$ cat src/rtl/vga_pkg.sv
// vga_pkg: shared definitions for the VGA scan-out slice.
//   - default 640x480@60 timing and window parameters
//   - rgb444_t colour struct and RGB565 -> RGB444 conversion
//   - pipe_flags_t, the per-pixel flag bundle carried down the delay line
//   - pipe_lat(): counter-to-pin latency for a given framebuffer read latency
package vga_pkg;

  localparam int H_ACTIVE_DEF = 640;
  localparam int H_FP_DEF     = 16;
  localparam int H_SYNC_DEF   = 96;
  localparam int H_BP_DEF     = 48;
  localparam int V_ACTIVE_DEF = 480;
  localparam int V_FP_DEF     = 10;
  localparam int V_SYNC_DEF   = 2;
  localparam int V_BP_DEF     = 33;

  localparam int WIN_X_DEF = 160;
  localparam int WIN_Y_DEF = 120;
  localparam int WIN_W_DEF = 320;
  localparam int WIN_H_DEF = 240;

  typedef struct packed {
    logic [3:0] r;
    logic [3:0] g;
    logic [3:0] b;
  } rgb444_t;

  typedef struct packed {
    logic active;
    logic win;
    logic hs;
    logic vs;
  } pipe_flags_t;

  // Keep the top bits of each RGB565 channel (green drops its two LSBs).
  function automatic rgb444_t rgb565_to_444(input logic [15:0] p);
    rgb444_t c;
    c.r = p[15:12];
    c.g = p[10:7];
    c.b = p[4:1];
    return c;
  endfunction

  // counter stage + address register + RAM latency + colour register
  function automatic int pipe_lat(input int rd_lat);
    return rd_lat + 2;
  endfunction

endpackage

$ cat src/rtl/vga_timing.sv
// vga_timing: free-running horizontal/vertical counters and raw timing flags.
// Ports:
//   clk25, rst         pixel clock, async active-high reset
//   h_cnt, v_cnt       raw counters (stage 0)
//   active             h_cnt < H_ACTIVE and v_cnt < V_ACTIVE
//   hs_act, vs_act     sync interval flags (polarity applied downstream)
//   frame_end          combinational pulse on the last pixel of the frame
module vga_timing import vga_pkg::*; #(
  parameter int H_ACTIVE = H_ACTIVE_DEF,
  parameter int H_FP     = H_FP_DEF,
  parameter int H_SYNC   = H_SYNC_DEF,
  parameter int H_BP     = H_BP_DEF,
  parameter int V_ACTIVE = V_ACTIVE_DEF,
  parameter int V_FP     = V_FP_DEF,
  parameter int V_SYNC   = V_SYNC_DEF,
  parameter int V_BP     = V_BP_DEF
) (
  input  logic       clk25,
  input  logic       rst,
  output logic [9:0] h_cnt,
  output logic [9:0] v_cnt,
  output logic       active,
  output logic       hs_act,
  output logic       vs_act,
  output logic       frame_end
);

  localparam int H_TOTAL = H_ACTIVE + H_FP + H_SYNC + H_BP;
  localparam int V_TOTAL = V_ACTIVE + V_FP + V_SYNC + V_BP;
  localparam logic [9:0] H_LAST   = 10'(H_TOTAL - 1);
  localparam logic [9:0] V_LAST   = 10'(V_TOTAL - 1);
  localparam logic [9:0] HS_START = 10'(H_ACTIVE + H_FP);
  localparam logic [9:0] HS_END   = 10'(H_ACTIVE + H_FP + H_SYNC);
  localparam logic [9:0] VS_START = 10'(V_ACTIVE + V_FP);
  localparam logic [9:0] VS_END   = 10'(V_ACTIVE + V_FP + V_SYNC);

  always_ff @(posedge clk25 or posedge rst) begin
    if (rst) begin
      h_cnt <= '0;
      v_cnt <= '0;
    end else if (h_cnt == H_LAST) begin
      h_cnt <= '0;
      v_cnt <= (v_cnt == V_LAST) ? '0 : v_cnt + 10'd1;
    end else begin
      h_cnt <= h_cnt + 10'd1;
    end
  end

  assign active    = (h_cnt < 10'(H_ACTIVE)) && (v_cnt < 10'(V_ACTIVE));
  assign hs_act    = (h_cnt >= HS_START) && (h_cnt < HS_END);
  assign vs_act    = (v_cnt >= VS_START) && (v_cnt < VS_END);
  assign frame_end = !rst && (h_cnt == H_LAST) && (v_cnt == V_LAST);

endmodule

$ cat src/rtl/vga_scanout.sv
// vga_scanout: VGA timing plus windowed framebuffer scan-out with integer
// pixel replication and a border colour around the window.
// Ports:
//   clk25, rst                   pixel clock, async active-high reset
//   frame_addr                   registered framebuffer read address
//   frame_pixel                  RGB565 read data, RD_LAT cycles after address
//   vga_red/green/blue           registered RGB444 colour
//   vga_hsync, vga_vsync         registered syncs, aligned with colour
//   h_cnt, v_cnt                 raw counters (not pipeline-aligned)
//   frame_end                    pulse on the last counter position of a frame
module vga_scanout import vga_pkg::*; #(
  parameter int          H_ACTIVE   = H_ACTIVE_DEF,
  parameter int          H_FP       = H_FP_DEF,
  parameter int          H_SYNC     = H_SYNC_DEF,
  parameter int          H_BP       = H_BP_DEF,
  parameter int          V_ACTIVE   = V_ACTIVE_DEF,
  parameter int          V_FP       = V_FP_DEF,
  parameter int          V_SYNC     = V_SYNC_DEF,
  parameter int          V_BP       = V_BP_DEF,
  parameter int          WIN_X      = WIN_X_DEF,
  parameter int          WIN_Y      = WIN_Y_DEF,
  parameter int          WIN_W      = WIN_W_DEF,
  parameter int          WIN_H      = WIN_H_DEF,
  parameter int          SCALE_LOG2 = 0,
  parameter int          ADDR_W     = 17,
  parameter int          RD_LAT     = 1,
  parameter bit          HS_POL     = 1'b0,
  parameter bit          VS_POL     = 1'b0,
  parameter logic [11:0] BORDER     = 12'h000
) (
  input  logic              clk25,
  input  logic              rst,
  output logic [ADDR_W-1:0] frame_addr,
  input  logic [15:0]       frame_pixel,
  output logic [3:0]        vga_red,
  output logic [3:0]        vga_green,
  output logic [3:0]        vga_blue,
  output logic              vga_hsync,
  output logic              vga_vsync,
  output logic [9:0]        h_cnt,
  output logic [9:0]        v_cnt,
  output logic              frame_end
);

  localparam int LAT = pipe_lat(RD_LAT);
  localparam int SW  = WIN_W >> SCALE_LOG2;
  localparam int SH  = WIN_H >> SCALE_LOG2;
  localparam logic [ADDR_W-1:0] SW_A  = ADDR_W'(SW);
  localparam logic [9:0]        SMASK = 10'((1 << SCALE_LOG2) - 1);

  if (SCALE_LOG2 < 0 || SCALE_LOG2 > 2) begin : g_bad_scale
    $fatal(1, "vga_scanout: SCALE_LOG2 must be 0, 1 or 2");
  end
  if (WIN_X + WIN_W > H_ACTIVE || WIN_Y + WIN_H > V_ACTIVE) begin : g_bad_win
    $fatal(1, "vga_scanout: window exceeds active area");
  end
  if ((WIN_W % (1 << SCALE_LOG2)) != 0 || (WIN_H % (1 << SCALE_LOG2)) != 0) begin : g_bad_div
    $fatal(1, "vga_scanout: window size not divisible by scale");
  end
  if (longint'(SW) * longint'(SH) > (longint'(1) << ADDR_W)) begin : g_bad_addr
    $fatal(1, "vga_scanout: source image does not fit ADDR_W");
  end
  if (RD_LAT < 1) begin : g_bad_lat
    $fatal(1, "vga_scanout: RD_LAT must be at least 1");
  end

  logic active, hs_act, vs_act;

  vga_timing #(
    .H_ACTIVE(H_ACTIVE), .H_FP(H_FP), .H_SYNC(H_SYNC), .H_BP(H_BP),
    .V_ACTIVE(V_ACTIVE), .V_FP(V_FP), .V_SYNC(V_SYNC), .V_BP(V_BP)
  ) u_timing (
    .clk25    (clk25),
    .rst      (rst),
    .h_cnt    (h_cnt),
    .v_cnt    (v_cnt),
    .active   (active),
    .hs_act   (hs_act),
    .vs_act   (vs_act),
    .frame_end(frame_end)
  );

  // Window / address generation (stage 0 -> stage 1)
  logic              in_win, win_first, line_last;
  logic [9:0]        h_off, v_off, col;
  logic [ADDR_W-1:0] line_base, base_eff;

  assign in_win = (h_cnt >= 10'(WIN_X)) && (h_cnt < 10'(WIN_X + WIN_W)) &&
                  (v_cnt >= 10'(WIN_Y)) && (v_cnt < 10'(WIN_Y + WIN_H));
  assign h_off  = h_cnt - 10'(WIN_X);
  assign v_off  = v_cnt - 10'(WIN_Y);
  assign col    = h_off >> SCALE_LOG2;

  assign win_first = (h_cnt == 10'(WIN_X)) && (v_cnt == 10'(WIN_Y));
  // Advance to the next source row only after the last replicated screen line.
  assign line_last = in_win && (h_cnt == 10'(WIN_X + WIN_W - 1)) &&
                     ((v_off & SMASK) == SMASK);
  // The base restart takes effect on the first window pixel itself.
  assign base_eff  = win_first ? '0 : line_base;

  always_ff @(posedge clk25 or posedge rst) begin
    if (rst) begin
      line_base  <= '0;
      frame_addr <= '0;
    end else begin
      if (in_win) frame_addr <= base_eff + ADDR_W'(col);
      if (line_last)      line_base <= base_eff + SW_A;
      else if (win_first) line_base <= '0;
    end
  end

  // Flag delay line: dly[k] holds the flags of the counter value k+1 cycles ago.
  pipe_flags_t dly [LAT-1];
  pipe_flags_t f_out;
  rgb444_t     pix;

  always_ff @(posedge clk25 or posedge rst) begin
    if (rst) begin
      for (int i = 0; i < LAT - 1; i++) dly[i] <= '0;
    end else begin
      dly[0] <= '{active: active, win: in_win, hs: hs_act, vs: vs_act};
      for (int i = 1; i < LAT - 1; i++) dly[i] <= dly[i-1];
    end
  end

  // dly[RD_LAT] lines up with frame_pixel for the same counter value.
  assign f_out = dly[RD_LAT];
  assign pix   = rgb565_to_444(frame_pixel);

  always_ff @(posedge clk25 or posedge rst) begin
    if (rst) begin
      {vga_red, vga_green, vga_blue} <= 12'h000;
      vga_hsync <= ~HS_POL;
      vga_vsync <= ~VS_POL;
    end else begin
      vga_hsync <= f_out.hs ? HS_POL : ~HS_POL;
      vga_vsync <= f_out.vs ? VS_POL : ~VS_POL;
      if (!f_out.active)   {vga_red, vga_green, vga_blue} <= 12'h000;
      else if (!f_out.win) {vga_red, vga_green, vga_blue} <= BORDER;
      else                 {vga_red, vga_green, vga_blue} <= pix;
    end
  end

endmodule

$ cat config.mk
export PLATFORM = sky130hd
export DESIGN_NAME = vga_scanout
export DESIGN_NICKNAME = d
export VERILOG_FILES = /design/src/rtl/vga_pkg.sv /design/src/rtl/vga_timing.sv /design/src/rtl/vga_scanout.sv
export SDC_FILE = /design/constraint.sdc
export NUM_CORES = 1
export LEC_CHECK = 0
export ABC_AREA = 1
export BUFFER_PORTS_ARGS = -buffer_cell sky130_fd_sc_hd__clkbuf_2
export CORE_MARGIN = 2
export CORE_UTILIZATION = 45
export CTS_BUF_LIST = sky130_fd_sc_hd__clkbuf_8
export DETAILED_ROUTE_END_ITERATION = 6
export PLACE_DENSITY = 0.69
export RECOVER_POWER = 25
export SLEW_MARGIN = 15
export SYNTH_ARGS = -nofsm -noshare
export SYNTH_HDL_FRONTEND = slang
export SYNTH_SLANG_ARGS = --single-unit
$ cat constraint.sdc
create_clock -name clk25 -period 3 [get_ports clk25]
set_input_delay 0.9 -clock clk25 [delete_from_list [all_inputs] [get_ports clk25]]
set_output_delay 0.9 -clock clk25 [all_outputs]
set_load 0.02 [all_outputs]
==> flow_summary.json <==
{
  "status": "completed",
  "layout_common_cells": "nand2_1, dfrtp_1, inv_1",
  "h-tree-depth": 3,
  "initial_core_util_pct": 46.5,
  "synth_nets": 519,
  "syn_avg_cell_area_um2": 8.45,
  "overflow": 0,
  "core_mm2": 0.00876,
  "clockBufferDepth": 2,
  "p_per_area_mw_per_mm2": 375,
  "synth_area_mm2": 0.00407,
  "end_kind": "output port",
  "synth_xor_area_share_pct": 4.73,
  "synthArstFlopShare_pct": 100,
  "synth_cell_types": 41,
  "row_count": 34,
  "arrival_ps": 1940,
  "n_antenna_cell": 0,
  "synth_compound_area_share_pct": 7.49,
  "synthAdderAreaFrac_pct": 6.02,
  "synth_area_leaders": "dfrtp_1, nand2_1, inv_1",
  "drt_iter0_markers": 193,
  "postRouteAntennaNets": 0,
  "relSlewSlack_pct": 49.5,
  "die_area_mm2": 0.00983,
  "synth_flop_cell": "dfrtp_1",
  "layout_commonest_cell": "nand2_1",
  "ioPinCount": 70,
  "synth_top_family_by_area": "simple AND/OR/NAND/NOR gates",
  "portBuffers": 65,
  "synth-edff-count": 0,
  "whs_ps": 349,
  "setup_slack_ps": 161,
  "hold_violations": 0,
  "routedWlPerCell_um": 13.0,
  "required_ps": 2100,
  "fin_skew_ps": 18.6,
  "drv_slew": 0,
  "worstSkewPairLatency_ps": 370,
  "vias": 3400,
  "synth_top_area_share_pct": 45.5,
  "ys_ff_latch": 76,
  "ir_drop_uv": 185,
  "cts_tree": "done",
  "drt-pass1-iter-count": 5,
  "maxCapViolCount": 0,
  "rsz0062_at_grt": "false",
  "dp_hpwl_um": 6710,
  "grt_max_degree": 34,
  "cts_root_buf": "clkbuf_8",
  "critical_path_class": "reg2out",
  "final_nets": 611,
  "yosys_warnings": 0,
  "areaGrowthSynthToFinish_pct": 20.8,
  "fin_crit_ps": 2840,
  "yosysSeqAreaShare_pct": 46.7,
  "cts.sinks": 76,
  "p_leak_nw": 2.62,
  "clk_pin_slew_worst_paths_ps": 100,
  "place.gp.congestion": 0.940,
  "antenna_found_initial": 0,
  "fin_crit_sh_pct": 94.6,
  "crit_path_start_kind": "register",
  "grt_pass1_wl_um": 15500,
  "synth_mux_area_share_pct": 0,
  "vias_per_cell": 4.95,
  "worst_slew_pin_slew_ps": 758,
  "yosysTopAreaCell": "dfrtp_1",
  "die-height_um": 99.1,
  "crit_fanout": 6,
  "clock.fmax_mhz": 352,
  "die_width_um": 99.1,
  "pre_cts_ws_ps": 140,
  "drive_above_1_share_pct": 25.9,
  "setup_viol_count_final": 0,
  "hold_path_class": "reg2reg",
  "drc_errors": 0,
  "fin_setup_tns_ps": 0,
  "cts_inserted_buffers": 9,
  "postCtsHoldBufs": 0,
  "grt_pass1_vias": 3325,
  "total_power_mw": 1.85,
  "synth_cells": 482,
  "finalWirelength_um": 8910,
  "synth_simple_gate_area_share_pct": 26.6,
  "gr-usage-all-layers_pct": 19.5
}
[final cells by class]
| cell class | instances | area [µm²] |
|---|---|---|
| Fill cell | 800 | 3840 |
| Multi-Input combinational cell | 323 | 1900 |
| Inverter | 76 | 285 |
| Tap cell | 108 | 135 |
| Timing Repair Buffer | 88 | 492 |
| Clock buffer | 9 | 124 |
| Clock inverter | 7 | 76.3 |
| Sequential cell | 76 | 1900 |
[critical path, cell delays in order, from the launching register on]
cell and delay [ps]:
dfrtp_1 350, buf_4 150, ha_2 220, nand3_4 120, nor2_4 180, nand3_4 90, nor2_1 110, inv_1 110
nor2_1 110, buf_4 150
[repair_timing]
| item | in CTS | in global routing |
|---|---|---|
| endpoints found under the setup margin | 0 | 12 |
| gates resized for setup | 0 | 19 |
| endpoints found under the hold margin | 0 | 0 |
| setup buffers | 0 | 4 |
[per-layer routing]
metal  vias to the layer above  routed length, µm  GRT usage [%]
met5                         -                  0              0
met1                      1573               4200           27.8
li1                       1717                  -              -
met2                        96               4130           29.5
met4                         0                136           7.48
met3                        14                435           4.08
[metrics by stage]
stage | cell area, µm² | cells | utilization (%)
2_1_floorplan | 4070 | 482 | -
3_3_place_gp | 4620 | 667 | 52.7
3_5_place_dp | 4620 | 667 | 52.7
4_1_cts | 4820 | 683 | 55.0
5_1_grt | 4920 | 687 | 56.1
6_report | 4920 | 687 | 56.1
[flip-flops by register name, summed over array words and instances, names as in the netlist]
register,count
dly,8
frame_addr,17
line_base,17
u_timing.h_cnt,10
u_timing.v_cnt,10
vga_blue,4
vga_green,4
vga_hsync,1
vga_red,4
vga_vsync,1
[where the power goes]
group	leakage, nW	internal (mW)	total, mW	switching [mW]
sequential	1.03	1.02	1.02	0
clock	0.103	0.333	0.791	0.458
combinational	1.48	0.00836	0.0323	0.0239
[synthesized netlist by cell type, types with 6 or more instances]
cell	number
nand3_1	34
nor2_1	56
nand4_1	8
nor2_2	7
inv_1	69
xnor2_1	6
nand2_1	94
nand3_2	6
dfrtp_1	74
a21oi_1	20
o21ai_0	20
ha_1	18
xor2_1	16
[path summary, 6_finish.rpt]
| check | cells after the start | from | end | slack (ps) |
|---|---|---|---|---|
| setup / recovery | 9 | u_timing.h_cnt[0] | frame_end | 160 |
| hold reg to reg | 0 | dly[4] | dly[0] | 350 |
| setup reg to reg | 13 | u_timing.h_cnt[5] | frame_addr[10] | 270 |
| min in group asynchronous | 2 | rst | u_timing.v_cnt[5] | 630 |
| max in group asynchronous | 3 | rst | vga_green[3] | 1250 |
| hold / removal | 0 | dly[4] | dly[0] | 350 |
[kinds of logic (layout without fill, tap and decap cells)]
kind of cell,count (synthesis),after routing
simple gates,227,227
buf+inv,83,180
flops,76,76
compound gates,55,55
xor+xnor,22,22
fa+ha+maj,19,19
No activity file was read; power rests on OpenSTA's default activity.
